==> src/rtl/hazard_stall_ctrl_pkg.sv <==
// Shared types and widths for the hazard/stall sequencing controller.
package hazard_stall_ctrl_pkg;

  localparam int REG_AW_DEFAULT = 3;
  localparam int FLUSH_CNT_W    = 3;   // holds FLUSH_CYCLES-1 for FLUSH_CYCLES up to 7
  localparam int WAIT_CNT_W     = 8;   // wait counter saturates at 255
  localparam int PERF_CNT_W     = 16;

  typedef enum logic [1:0] {
    RUN      = 2'd0,
    FLUSH    = 2'd1,
    MEM_WAIT = 2'd2
  } state_t;

  function automatic logic [WAIT_CNT_W-1:0] satIncWait(input logic [WAIT_CNT_W-1:0] v);
    return (&v) ? v : v + WAIT_CNT_W'(1);
  endfunction

  function automatic logic [PERF_CNT_W-1:0] satIncPerf(input logic [PERF_CNT_W-1:0] v);
    return (&v) ? v : v + PERF_CNT_W'(1);
  endfunction

endpackage

==> src/rtl/hazard_stall_ctrl_if.sv <==
// Pipeline-side signal bundle of the hazard/stall controller.
// The perf counter outputs exist only when HAZARD_PERF_CNT_EN is defined.
interface hazard_stall_ctrl_if
  import hazard_stall_ctrl_pkg::*;
  #(parameter int REG_AW = REG_AW_DEFAULT);

  logic              id_valid;
  logic [REG_AW-1:0] id_alu_rm;
  logic [REG_AW-1:0] id_alu_rn;
  logic              id_alu_uses_rn;
  logic [REG_AW-1:0] id_mem_rn;
  logic [REG_AW-1:0] id_mem_rd;
  logic              id_mem_isStore;
  logic              ex_valid;
  logic              ex_memRead;
  logic [REG_AW-1:0] ex_mem_rd;
  logic              ex_branchTaken;
  logic              ex_isJump;
  logic              dmem_req;
  logic              dmem_ready;

  logic pc_write;
  logic p1_pipeline_regWrite;
  logic p1_flush;
  logic p2_pipeline_regWrite;
  logic p2_bubble;
  logic p3_pipeline_regWrite;
  logic mem_timeout;
`ifdef HAZARD_PERF_CNT_EN
  logic [PERF_CNT_W-1:0] perf_load_stalls;
  logic [PERF_CNT_W-1:0] perf_flush_cycles;
  logic [PERF_CNT_W-1:0] perf_mem_wait_cycles;
`endif

  // Pipeline status flows in; there is no handshake, every signal is sampled each cycle.
  modport master (
    output id_valid, id_alu_rm, id_alu_rn, id_alu_uses_rn, id_mem_rn, id_mem_rd,
    output id_mem_isStore, ex_valid, ex_memRead, ex_mem_rd, ex_branchTaken, ex_isJump,
    output dmem_req, dmem_ready,
    input  pc_write, p1_pipeline_regWrite, p1_flush, p2_pipeline_regWrite, p2_bubble,
    input  p3_pipeline_regWrite, mem_timeout
`ifdef HAZARD_PERF_CNT_EN
    , input perf_load_stalls, perf_flush_cycles, perf_mem_wait_cycles
`endif
  );

  modport slave (
    input  id_valid, id_alu_rm, id_alu_rn, id_alu_uses_rn, id_mem_rn, id_mem_rd,
    input  id_mem_isStore, ex_valid, ex_memRead, ex_mem_rd, ex_branchTaken, ex_isJump,
    input  dmem_req, dmem_ready,
    output pc_write, p1_pipeline_regWrite, p1_flush, p2_pipeline_regWrite, p2_bubble,
    output p3_pipeline_regWrite, mem_timeout
`ifdef HAZARD_PERF_CNT_EN
    , output perf_load_stalls, perf_flush_cycles, perf_mem_wait_cycles
`endif
  );

endinterface

==> src/rtl/hazard_stall_ctrl_load_use_detect.sv <==
// Flags a load in EX whose destination is read by the bundle sitting in ID.
module hazard_stall_ctrl_load_use_detect
  import hazard_stall_ctrl_pkg::*;
  #(parameter int REG_AW = REG_AW_DEFAULT)
(
  input  logic              idValid,
  input  logic [REG_AW-1:0] idAluRm,
  input  logic [REG_AW-1:0] idAluRn,
  input  logic              idAluUsesRn,
  input  logic [REG_AW-1:0] idMemRn,
  input  logic [REG_AW-1:0] idMemRd,
  input  logic              idMemIsStore,
  input  logic              exValid,
  input  logic              exMemRead,
  input  logic [REG_AW-1:0] exMemRd,
  output logic              loadUse
);

  logic srcMatch;

  // Every register is real (no hardwired zero), so r0 matches like any other.
  assign srcMatch = (exMemRd == idAluRm)
                  | (idAluUsesRn  & (exMemRd == idAluRn))
                  | (exMemRd == idMemRn)
                  | (idMemIsStore & (exMemRd == idMemRd));

  assign loadUse = exValid & exMemRead & idValid & srcMatch;

endmodule

==> src/rtl/hazard_stall_ctrl.sv <==
// Pipeline sequencing controller: freeze on memory wait, flush on taken branch/jump,
// one-cycle bubble on load-use. HAZARD_PERF_CNT_EN adds saturating event counters.
module hazard_stall_ctrl
  import hazard_stall_ctrl_pkg::*;
  #(
    parameter int REG_AW       = REG_AW_DEFAULT,
    parameter int FLUSH_CYCLES = 1,
    parameter int MEM_TIMEOUT  = 255
  )
(
  input  logic                 clk,
  input  logic                 reset,
  hazard_stall_ctrl_if.slave   hz,
  output state_t               dbgState
);

  localparam logic [FLUSH_CNT_W-1:0] FLUSH_CNT_INIT = FLUSH_CNT_W'(FLUSH_CYCLES - 1);
  localparam logic [WAIT_CNT_W-1:0]  TIMEOUT_LIM    = WAIT_CNT_W'(MEM_TIMEOUT);

  state_t                 state, stateNext, savedState, savedStateNext, evalState;
  logic [FLUSH_CNT_W-1:0] flushCnt, flushCntNext;
  logic [WAIT_CNT_W-1:0]  waitCnt, waitCntNext;
  logic                   memTimeout, memTimeoutNext;
  logic                   memWait, branchReq, loadUse;
  logic                   pcWrite, p1En, p1Flush, p2En, p2Bubble, p3En;

  hazard_stall_ctrl_load_use_detect #(.REG_AW(REG_AW)) u_load_use_detect (
    .idValid      (hz.id_valid),
    .idAluRm      (hz.id_alu_rm),
    .idAluRn      (hz.id_alu_rn),
    .idAluUsesRn  (hz.id_alu_uses_rn),
    .idMemRn      (hz.id_mem_rn),
    .idMemRd      (hz.id_mem_rd),
    .idMemIsStore (hz.id_mem_isStore),
    .exValid      (hz.ex_valid),
    .exMemRead    (hz.ex_memRead),
    .exMemRd      (hz.ex_mem_rd),
    .loadUse      (loadUse)
  );

  assign memWait   = hz.dmem_req & ~hz.dmem_ready;
  assign branchReq = hz.ex_valid & (hz.ex_branchTaken | hz.ex_isJump);

  // The release cycle of a wait behaves exactly like a cycle of the saved state,
  // so a branch held in EX or a pending flush cycle is serviced right then.
  assign evalState = (state == MEM_WAIT) ? savedState : state;

  always_comb begin
    stateNext      = state;
    savedStateNext = savedState;
    flushCntNext   = flushCnt;
    pcWrite        = 1'b1;
    p1En           = 1'b1;
    p1Flush        = 1'b0;
    p2En           = 1'b1;
    p2Bubble       = 1'b0;
    p3En           = 1'b1;

    if (memWait) begin
      pcWrite = 1'b0;
      p1En    = 1'b0;
      p2En    = 1'b0;
      p3En    = 1'b0;
      if (state != MEM_WAIT) begin
        savedStateNext = state;
        stateNext      = MEM_WAIT;
      end
    end else begin
      stateNext = evalState;
      case (evalState)
        FLUSH: begin
          p1Flush  = 1'b1;
          p2Bubble = 1'b1;
          if (flushCnt <= FLUSH_CNT_W'(1)) begin
            stateNext    = RUN;
            flushCntNext = '0;
          end else begin
            flushCntNext = flushCnt - FLUSH_CNT_W'(1);
          end
        end
        default: begin
          if (branchReq) begin
            p1Flush  = 1'b1;
            p2Bubble = 1'b1;
            if (FLUSH_CYCLES > 1) begin
              stateNext    = FLUSH;
              flushCntNext = FLUSH_CNT_INIT;
            end
          end else if (loadUse) begin
            pcWrite  = 1'b0;
            p1En     = 1'b0;
            p2Bubble = 1'b1;
          end
        end
      endcase
    end
  end

  // Wait counter covers every frozen cycle, including the one that enters MEM_WAIT.
  assign waitCntNext    = memWait ? satIncWait(waitCnt) : '0;
  assign memTimeoutNext = memTimeout | (memWait & (waitCntNext >= TIMEOUT_LIM));

  always_ff @(posedge clk) begin
    if (reset) begin
      state      <= RUN;
      savedState <= RUN;
      flushCnt   <= '0;
      waitCnt    <= '0;
      memTimeout <= 1'b0;
    end else begin
      state      <= stateNext;
      savedState <= savedStateNext;
      flushCnt   <= flushCntNext;
      waitCnt    <= waitCntNext;
      memTimeout <= memTimeoutNext;
    end
  end

  assign hz.pc_write             = pcWrite;
  assign hz.p1_pipeline_regWrite = p1En;
  assign hz.p1_flush             = p1Flush;
  assign hz.p2_pipeline_regWrite = p2En;
  assign hz.p2_bubble            = p2Bubble;
  assign hz.p3_pipeline_regWrite = p3En;
  assign hz.mem_timeout          = memTimeout;
  assign dbgState                = state;

`ifdef HAZARD_PERF_CNT_EN
  logic [PERF_CNT_W-1:0] perfLoad, perfFlush, perfWait;

  // A load-use stall is the only event that bubbles ID/EX without flushing IF/ID.
  always_ff @(posedge clk) begin
    if (reset) begin
      perfLoad  <= '0;
      perfFlush <= '0;
      perfWait  <= '0;
    end else begin
      if (p2Bubble & ~p1Flush) perfLoad  <= satIncPerf(perfLoad);
      if (p1Flush)             perfFlush <= satIncPerf(perfFlush);
      if (memWait)             perfWait  <= satIncPerf(perfWait);
    end
  end

  assign hz.perf_load_stalls     = perfLoad;
  assign hz.perf_flush_cycles    = perfFlush;
  assign hz.perf_mem_wait_cycles = perfWait;
`endif

endmodule

==> src/flat_wrapper.sv <==
// flat-port wrapper written by rule: the top's interface ports become plain ports
module hazard_stall_ctrl_flat import hazard_stall_ctrl_pkg::*;
#(
    parameter int REG_AW       = REG_AW_DEFAULT,
    parameter int FLUSH_CYCLES = 1,
    parameter int MEM_TIMEOUT  = 255
  )
  (clk, reset, dbgState, hz_id_valid, hz_id_alu_rm, hz_id_alu_rn, hz_id_alu_uses_rn, hz_id_mem_rn, hz_id_mem_rd, hz_id_mem_isStore, hz_ex_valid, hz_ex_memRead, hz_ex_mem_rd, hz_ex_branchTaken, hz_ex_isJump, hz_dmem_req, hz_dmem_ready, hz_pc_write, hz_p1_pipeline_regWrite, hz_p1_flush, hz_p2_pipeline_regWrite, hz_p2_bubble, hz_p3_pipeline_regWrite, hz_mem_timeout);
  hazard_stall_ctrl_if #(.REG_AW(REG_AW)) hz_i ();
  input  logic clk;
  input  logic reset;
  output state_t dbgState;
  input wire logic [$bits(hz_i.id_valid)-1:0] hz_id_valid;
  input wire logic [$bits(hz_i.id_alu_rm)-1:0] hz_id_alu_rm;
  input wire logic [$bits(hz_i.id_alu_rn)-1:0] hz_id_alu_rn;
  input wire logic [$bits(hz_i.id_alu_uses_rn)-1:0] hz_id_alu_uses_rn;
  input wire logic [$bits(hz_i.id_mem_rn)-1:0] hz_id_mem_rn;
  input wire logic [$bits(hz_i.id_mem_rd)-1:0] hz_id_mem_rd;
  input wire logic [$bits(hz_i.id_mem_isStore)-1:0] hz_id_mem_isStore;
  input wire logic [$bits(hz_i.ex_valid)-1:0] hz_ex_valid;
  input wire logic [$bits(hz_i.ex_memRead)-1:0] hz_ex_memRead;
  input wire logic [$bits(hz_i.ex_mem_rd)-1:0] hz_ex_mem_rd;
  input wire logic [$bits(hz_i.ex_branchTaken)-1:0] hz_ex_branchTaken;
  input wire logic [$bits(hz_i.ex_isJump)-1:0] hz_ex_isJump;
  input wire logic [$bits(hz_i.dmem_req)-1:0] hz_dmem_req;
  input wire logic [$bits(hz_i.dmem_ready)-1:0] hz_dmem_ready;
  output wire logic [$bits(hz_i.pc_write)-1:0] hz_pc_write;
  output wire logic [$bits(hz_i.p1_pipeline_regWrite)-1:0] hz_p1_pipeline_regWrite;
  output wire logic [$bits(hz_i.p1_flush)-1:0] hz_p1_flush;
  output wire logic [$bits(hz_i.p2_pipeline_regWrite)-1:0] hz_p2_pipeline_regWrite;
  output wire logic [$bits(hz_i.p2_bubble)-1:0] hz_p2_bubble;
  output wire logic [$bits(hz_i.p3_pipeline_regWrite)-1:0] hz_p3_pipeline_regWrite;
  output wire logic [$bits(hz_i.mem_timeout)-1:0] hz_mem_timeout;
  assign hz_i.id_valid = hz_id_valid;
  assign hz_i.id_alu_rm = hz_id_alu_rm;
  assign hz_i.id_alu_rn = hz_id_alu_rn;
  assign hz_i.id_alu_uses_rn = hz_id_alu_uses_rn;
  assign hz_i.id_mem_rn = hz_id_mem_rn;
  assign hz_i.id_mem_rd = hz_id_mem_rd;
  assign hz_i.id_mem_isStore = hz_id_mem_isStore;
  assign hz_i.ex_valid = hz_ex_valid;
  assign hz_i.ex_memRead = hz_ex_memRead;
  assign hz_i.ex_mem_rd = hz_ex_mem_rd;
  assign hz_i.ex_branchTaken = hz_ex_branchTaken;
  assign hz_i.ex_isJump = hz_ex_isJump;
  assign hz_i.dmem_req = hz_dmem_req;
  assign hz_i.dmem_ready = hz_dmem_ready;
  assign hz_pc_write = hz_i.pc_write;
  assign hz_p1_pipeline_regWrite = hz_i.p1_pipeline_regWrite;
  assign hz_p1_flush = hz_i.p1_flush;
  assign hz_p2_pipeline_regWrite = hz_i.p2_pipeline_regWrite;
  assign hz_p2_bubble = hz_i.p2_bubble;
  assign hz_p3_pipeline_regWrite = hz_i.p3_pipeline_regWrite;
  assign hz_mem_timeout = hz_i.mem_timeout;
  hazard_stall_ctrl #(.REG_AW(REG_AW), .FLUSH_CYCLES(FLUSH_CYCLES), .MEM_TIMEOUT(MEM_TIMEOUT)) u_core (.clk(clk), .reset(reset), .hz(hz_i), .dbgState(dbgState));
endmodule
==> config.mk <==
export PLATFORM = sky130hd
export DESIGN_NAME = hazard_stall_ctrl_flat
export DESIGN_NICKNAME = d
export VERILOG_FILES = /design/src/rtl/hazard_stall_ctrl_pkg.sv /design/src/rtl/hazard_stall_ctrl_if.sv /design/src/rtl/hazard_stall_ctrl_load_use_detect.sv /design/src/rtl/hazard_stall_ctrl.sv /design/src/flat_wrapper.sv
export SDC_FILE = /design/constraint.sdc
export NUM_CORES = 1
export LEC_CHECK = 0
export CAP_MARGIN = 10
export CORE_ASPECT_RATIO = 1.25
export CORE_UTILIZATION = 44
export CTS_CLUSTER_DIAMETER = 120
export DETAILED_ROUTE_END_ITERATION = 8
export PLACE_DENSITY = 0.78
export RECOVER_POWER = 25
export SLEW_MARGIN = 20
export SYNTH_ARGS = -nofsm -noshare
export SYNTH_HDL_FRONTEND = slang
export SYNTH_SLANG_ARGS = --single-unit
export TNS_END_PERCENT = 100
==> constraint.sdc <==
create_clock -name clk -period 2.6 [get_ports clk]
set_clock_uncertainty 0.05 [all_clocks]
set_input_delay 0.65 -clock clk [delete_from_list [all_inputs] [get_ports clk]]
set_output_delay 0.65 -clock clk [all_outputs]
set_load 0.02 [all_outputs]
==> impl_metrics.yaml, run 1 <==
timing:
  worst_pin_slew_ns: 0.354
  period_share: 0.995
  whs_ns: 0.435
  drv_slew: 0
  slew_headroom: 0.761
  hold_viol: 0
  fin_ws_ns: 0.0118
  min_period_ns: 2.59
  rsz0062_at_grt: "true"
  finalSetupViolCount: 0
  fmax_mhz: 386
global_routing:
  grt_pass1_vias: 1089
  antenna_found_initial: 0
  overflow: 0
  grt_max_degree: 10
  grt_usage: 0.239
  grt_pass1_wl_um: 4510
critical_path:
  cpMaxStageDelayCell: "o31a_2"
  crit_path_start_kind: "input pin"
  worst_path_dominant_cell_family: "compound AO/OA/AOI/OAI gates"
  critical_path_buf_inv_count: 2
  worstPathArrival_ns: 1.89
  cp.required_ns: 1.90
  cp-end-kind: "primary output"
  cpPeakStageDelay_ns: 0.40
  worstPathCellList: "buf_6 > xor2_1 > o31ai_2 > o2111ai_2 > o31a_2 > buf_6"
  r2r-start: "u_core.waitCnt[0]"
  worstReg2RegEnd: "u_core.hz.mem_timeout"
  path_class: "input pin to primary output"
  cpMostUsedCell: "buf_6"
  r2r.worst_path.cells: 6
  critical_path.max_fanout: 4
  cp-startpoint: "hz_ex_mem_rd[0]"
  rrSetupSlack_ns: 0.69
  cp.depth: 6
  critPathCapture: "hz_p1_pipeline_regWrite"
clocking:
  cts.sink_count: 16
  cts_tree: "built"
  clk_latency_ns: 0.29
  htreeDepth: 1
  clock_path_buffers: 2
  clkTransAtPathRegs_ns: 0.09
  root_buffer: "clkbuf_4"
  numCtsBuffers: 3
min_path:
  hold_class: "flip-flop to flip-flop"
cells_and_area:
  layout-drive-gt1-share: 0.257
  n_antenna_cell: 0
  finalCoreUtilization: 0.705
  regArea_um2: 320
  synthToLayoutAreaGrowth_pct: 44.4
  nFillCells: 147
  layout_commonest_cell: "dfxtp_1"
  final_cell_mix: "16 x dfxtp_1, 12 x nand2_1, 12 x a21oi_1"
  nNetsFinal: 197
  multiInputGateArea_um2: 679
floorplanning:
  start_util: 0.488
  core-area_um2: 2050
  die-area_um2: 2470
  die_w_um: 44.6
  die_h_um: 55.3
  std_cell_rows: 18
  pin_count: 35
yosys:
  syn-num-nets: 153
  yosysWarningCount: 0
  yosys-top-cells-area: "dfxtp_1 32%, xnor2_1 7.9%, a21oi_1 6.0%"
  synth_ff_type: "dfxtp_1"
  synthArstFlopShare: 0
  ys_ff_latch: 16
  synth_edf_count: 0
  synth.avg_cell_area_um2: 8.06
  yosysTopAreaCell: "dfxtp_1"
  syn_area_um2: 1000
  ys_seq_area_frac: 0.320
  yosys.area.top_type_share: 0.320
  synth_cells: 124
  synth_cell_types: 40
drt:
  vias: 1033
  first_iter_violations: 21
  antenna_left: 0
  drc_errors: 0
  drtPass1Iterations: 4
  wl_um: 2710
  viasPerCell: 5.24
  wl_per_cell_um: 13.7
power:
  finalPower_mw: 0.523
  ir_drop_mv: 0.279
  power-per-cell-area_nw_per_um2: 362
  leakage_nw: 0.576
place:
  dp_slack_ns: -0.863
  gp_congestion: 0.898
  place.port_buffers: 34
  hpwl_um: 2130
status:
  outcome: "finished, final reports clean"
flow_run:
  drv_cap: 0
==> Yosys cell counts (all sizes together), types with 4 or more instances <==
cell and n:
dfxtp 16, xor2 4, inv 6, nor3 5, nor2 12, nand2 13, a21oi 12, nand3 5
xnor2 9, o21ai 5
==> timing repair <==
action / CTS / global route
buffers inserted: 1 / 0
hold buffers: 0 / 0
pin swaps: 12 / 18
resized for setup: 49 / 37
endpoints found under the setup margin: 6 / 3
==> how the worst min path moves through the flow <==
| stage | from | endpoint | slack, ns | cells past startpoint |
|---|---|---|---|---|
| finish | u_core.flushCnt[1] | u_core.flushCnt[1] | 0.43 | 2 |
| global route | u_core.hz.mem_timeout | u_core.hz.mem_timeout | 0.48 | 1 |
| CTS | u_core.flushCnt[1] | u_core.flushCnt[1] | 0.44 | 2 |
| detailed placement | u_core.flushCnt[1] | u_core.flushCnt[1] | 0.42 | 2 |
| global placement | u_core.flushCnt[1] | u_core.flushCnt[1] | 0.40 | 2 |
| floorplan | u_core.flushCnt[1] | u_core.flushCnt[1] | 0.39 | 2 |
==> stage by stage <==
stage	setup TNS, ns	area (um2)	cells
6_report	0	1440	197
5_1_grt	-0.0764	1440	197
4_1_cts	0	1440	197
3_5_place_dp	-2.87	1410	192
3_3_place_gp	-2.56	1410	192
2_1_floorplan	0	1000	124
==> power by group <==
part	leakage, nW	internal, mW	total [mW]	switching [mW]
sequential	0.129	0.246	0.249	0.00250
clock	0.0210	0.0854	0.165	0.0792
combinational	0.426	0.0604	0.110	0.0495
==> registers in the layout, indices dropped and copies added, names as in the netlist <==
signal / cells
u_core.dbgState: 2
u_core.waitCnt: 8
u_core.flushCnt: 3
u_core.hz.mem_timeout: 1
u_core.savedState: 2
==> cell families (layout without fill, tap and decap cells) <==
group,count (synthesis),in the layout,share of synthesized area
and+or+nand+nor,53,53,0.289
AOI/OAI and AO/OA,29,29,0.188
DFF,16,16,0.320
xor gates and xnor gates,13,13,0.114
buffers and inverters,9,52,0.0413
adders and majority gates,3,3,0.0376
muxes,1,1,0.0100
==> final cells by class <==
| type | instances | area share |
|---|---|---|
| Clock buffer | 4 | 0.0251 |
| Inverter | 6 | 0.0156 |
| Multi-Input combinational cell | 99 | 0.471 |
| Sequential cell | 16 | 0.222 |
| Tap cell | 30 | 0.0260 |
| Timing Repair Buffer | 42 | 0.241 |
==> per-layer routing <==
| metal | wire, um | part of all wire | GRT usage | vias to the layer above |
|---|---|---|---|---|
| met1 | 1050 | 0.39 | 0.261 | 472 |
| li1 | - | - | - | 522 |
| met2 | 1480 | 0.55 | 0.422 | 34 |
| met3 | 131 | 0.048 | 0.0490 | 5 |
| met4 | 44 | 0.016 | 0.108 | 0 |
| met5 | 0 | 0 | 0 | - |
==> worst register-to-register path, delay by kind of cell (launching register included) <==
| kind | cells | cell delay, ns |
|---|---|---|
| AO/OA/AOI/OAI | 2 | 0.56 |
| adder cells (fa/ha/maj) | 1 | 0.29 |
| flip-flops | 1 | 0.46 |
| AND/OR/NAND/NOR | 3 | 0.51 |
No activity file was read; power rests on OpenSTA's default activity.
==> inputs of run 2 (changes only) <==
--- a/config.mk
+++ b/config.mk
@@ -7,6 +7,7 @@
 export LEC_CHECK = 0
 export CAP_MARGIN = 10
 export CORE_ASPECT_RATIO = 1.25
+export CORE_MARGIN = 10
 export CORE_UTILIZATION = 44
 export CTS_CLUSTER_DIAMETER = 120
 export DETAILED_ROUTE_END_ITERATION = 8
==> constraint.sdc (replaced) <==
create_clock -name clk -period 2.8 [get_ports clk]
set_clock_uncertainty 0.05 [all_clocks]
set_input_delay 0.7 -clock clk [delete_from_list [all_inputs] [get_ports clk]]
set_output_delay 0.7 -clock clk [all_outputs]
set_load 0.02 [all_outputs]
==> run 2 against run 1 <==
- non-clock buffer count fell by 4
- cell count fell by 1.5%
- die area rose by 86%
- worst setup slack improved by 0.030 ns
- core utilization fell by 5.2 points
- global-route usage fell by 13 points
- total power fell by 9.7%
- combinational power fell by 17%
- first-iteration DRC count rose by 62%
- via count fell by 1.1%
==> impl_metrics.yaml, run 2 (synthesized netlist as in run 1, its figures left out) <==
timing:
  worst_pin_slew_ns: 0.321
  fmax_mhz: 363
  setup_tns_ns: 0
  fin_ws_ns: 0.0417
  hold_viol: 0
  min_period_ns: 2.76
  finalSetupViolCount: 0
  drv_slew: 0
  period_share: 0.985
  slew_headroom: 0.783
drt:
  antenna_left: 0
  first_iter_violations: 34
  wl_um: 2600
  viasPerCell: 5.27
  drtPass1Iterations: 3
  vias: 1022
  wl_per_cell_um: 13.4
  drc_errors: 0
clocking:
  clock_path_buffers: 2
  cts_tree: "built"
  cts.sink_count: 16
  clk_latency_ns: 0.28
  htreeDepth: 1
  cts_hold_buf: 0
  clkTransAtPathRegs_ns: 0.09
  numCtsBuffers: 3
  root_buffer: "clkbuf_4"
global_routing:
  grt_usage: 0.113
  antenna_found_initial: 0
  grt_pass1_vias: 1053
  grt_max_degree: 10
  grt_pass1_wl_um: 4280
  overflow: 0
power:
  clkPwrFrac: 0.317
  power_frac_seq: 0.489
  power_switching_mw: 0.113
  power-per-cell-area_nw_per_um2: 331
  power.share.switching: 0.240
  intPower_mw: 0.359
  ir_drop_mv: 0.349
  leakage_nw: 0.600
  finalPower_mw: 0.472
  pwr-share-comb: 0.193
cells_and_area:
  multiInputGateArea_um2: 647
  largest_reg_flops: 8
  top_regs: "u_core.waitCnt (8), u_core.flushCnt (3)"
  n_antenna_cell: 0
  final_cell_mix: "16 x dfxtp_1, 12 x nand2_1, 12 x a21oi_1"
  regArea_um2: 320
  nNetsFinal: 193
  synthToLayoutAreaGrowth_pct: 42.7
  layout_commonest_cell: "dfxtp_1"
  top_register: "u_core.waitCnt"
  layout-drive-gt1-share: 0.141
  nFillCells: 216
  fin_area_um2: 1430
floorplanning:
  std_cell_rows: 19
  die_w_um: 62.6
  die-area_um2: 4590
  pin_count: 35
  start_util: 0.457
  die_h_um: 73.3
  core-area_um2: 2190
critical_path:
  worstPathCellList: "dlygate4sd2_1 > xor2_1 > o31ai_2 > o2111ai_2 > o31a_2 > buf_6"
  cpMaxStageDelayCell: "o31a_2"
  worst_path_dominant_cell_family: "compound AO/OA/AOI/OAI gates"
  cp.required_ns: 2.05
  crit_path_start_kind: "input pin"
  critical_path_buf_inv_count: 2
  critical_path.max_fanout: 2
  cpPeakStageDelay_ns: 0.39
  worstPathArrival_ns: 2.01
  path_class: "input pin to primary output"
  cp-end-kind: "primary output"
min_path:
  hold_class: "flip-flop to flip-flop"
place:
  place.port_buffers: 34
  dpl_cell_area_um2: 1380
  hpwl_um: 2140
  gp_congestion: 0.817
  dp_slack_ns: -0.705
flow_run:
  drv_cap: 0
status:
  outcome: "finished, final reports clean"
## run 2: cell types whose count changed in the layout (fill, tap and decap cells not counted), sizes merged
cell / delta
dlymetal6s2s: +6
dlygate4sd2: +6
dlygate4sd3: +1
clkbuf: -9
buf: -7
clkdlybuf4s50: -1
## run 2: final timing paths
kind                                          from               endpoint  slack (ns)  cells past startpoint
worst max-delay path               hz_id_mem_rn[2]            hz_pc_write        0.04                      6
worst min-delay path            u_core.flushCnt[1]     u_core.flushCnt[1]        0.42                      2
worst max register to register   u_core.waitCnt[0]  u_core.hz.mem_timeout        0.86                      6
worst min register to register  u_core.flushCnt[1]     u_core.flushCnt[1]        0.42                      2
## run 2: worst register-to-register path, delay by kind of cell, from the launching register on
| kind | cells | cell delay (ns) |
|---|---|---|
| DFF | 1 | 0.46 |
| adders and majority gates | 1 | 0.30 |
| and+or+nand+nor | 3 | 0.51 |
| AOI/OAI and AO/OA | 2 | 0.57 |
## run 2: cell type report
class	instances	area share
Clock buffer	4	0.0254
Inverter	6	0.0158
Timing Repair Buffer	38	0.254
Multi-Input combinational cell	99	0.454
Sequential cell	16	0.225
Tap cell	31	0.0272
## run 2: per-stage QoR
stage | utilization | cells | hold WS (ns)
2_1_floorplan | - | 124 | 0.395
6_report | 0.652 | 194 | 0.421
3_5_place_dp | 0.632 | 189 | 0.410
3_3_place_gp | 0.632 | 189 | 0.402
5_1_grt | 0.652 | 194 | 0.445
4_1_cts | 0.641 | 193 | 0.424
## run 2: timing repair
| item | in CTS | in global routing |
|---|---|---|
| endpoints found under the setup margin | 6 | 3 |
| hold endpoints to repair | 0 | 0 |
| pin swaps | 5 | 9 |
| buffers inserted | 0 | 1 |
| gates resized for setup | 28 | 16 |
## run 2: power by group through the flow
stage	sequential (mW)	clock (mW)	combinational, mW
floorplan	0.236	0	0.0409
global placement	0.236	0	0.0970
detailed placement	0.236	0	0.0981
CTS	0.231	0.156	0.0917
global route	0.231	0.167	0.0993
finish	0.231	0.150	0.0913
## run 2: per-layer routing
metal / vias up / track usage / wire, um
met5: - / 0 / 0
met4: 0 / 0.0572 / 45
met3: 5 / 0.0623 / 237
met2: 29 / 0.199 / 1270
met1: 470 / 0.105 / 1040
li1: 518 / - / -
==> inputs of run 3 (changes only) <==
--- a/config.mk
+++ b/config.mk
@@ -10,6 +10,7 @@
 export CORE_MARGIN = 10
 export CORE_UTILIZATION = 44
 export CTS_CLUSTER_DIAMETER = 120
+export CTS_CLUSTER_SIZE = 10
 export DETAILED_ROUTE_END_ITERATION = 8
 export PLACE_DENSITY = 0.78
 export RECOVER_POWER = 25
==> results of run 3 <==
Same layout as run 2: the final DEF is identical, and so are final timing and power.
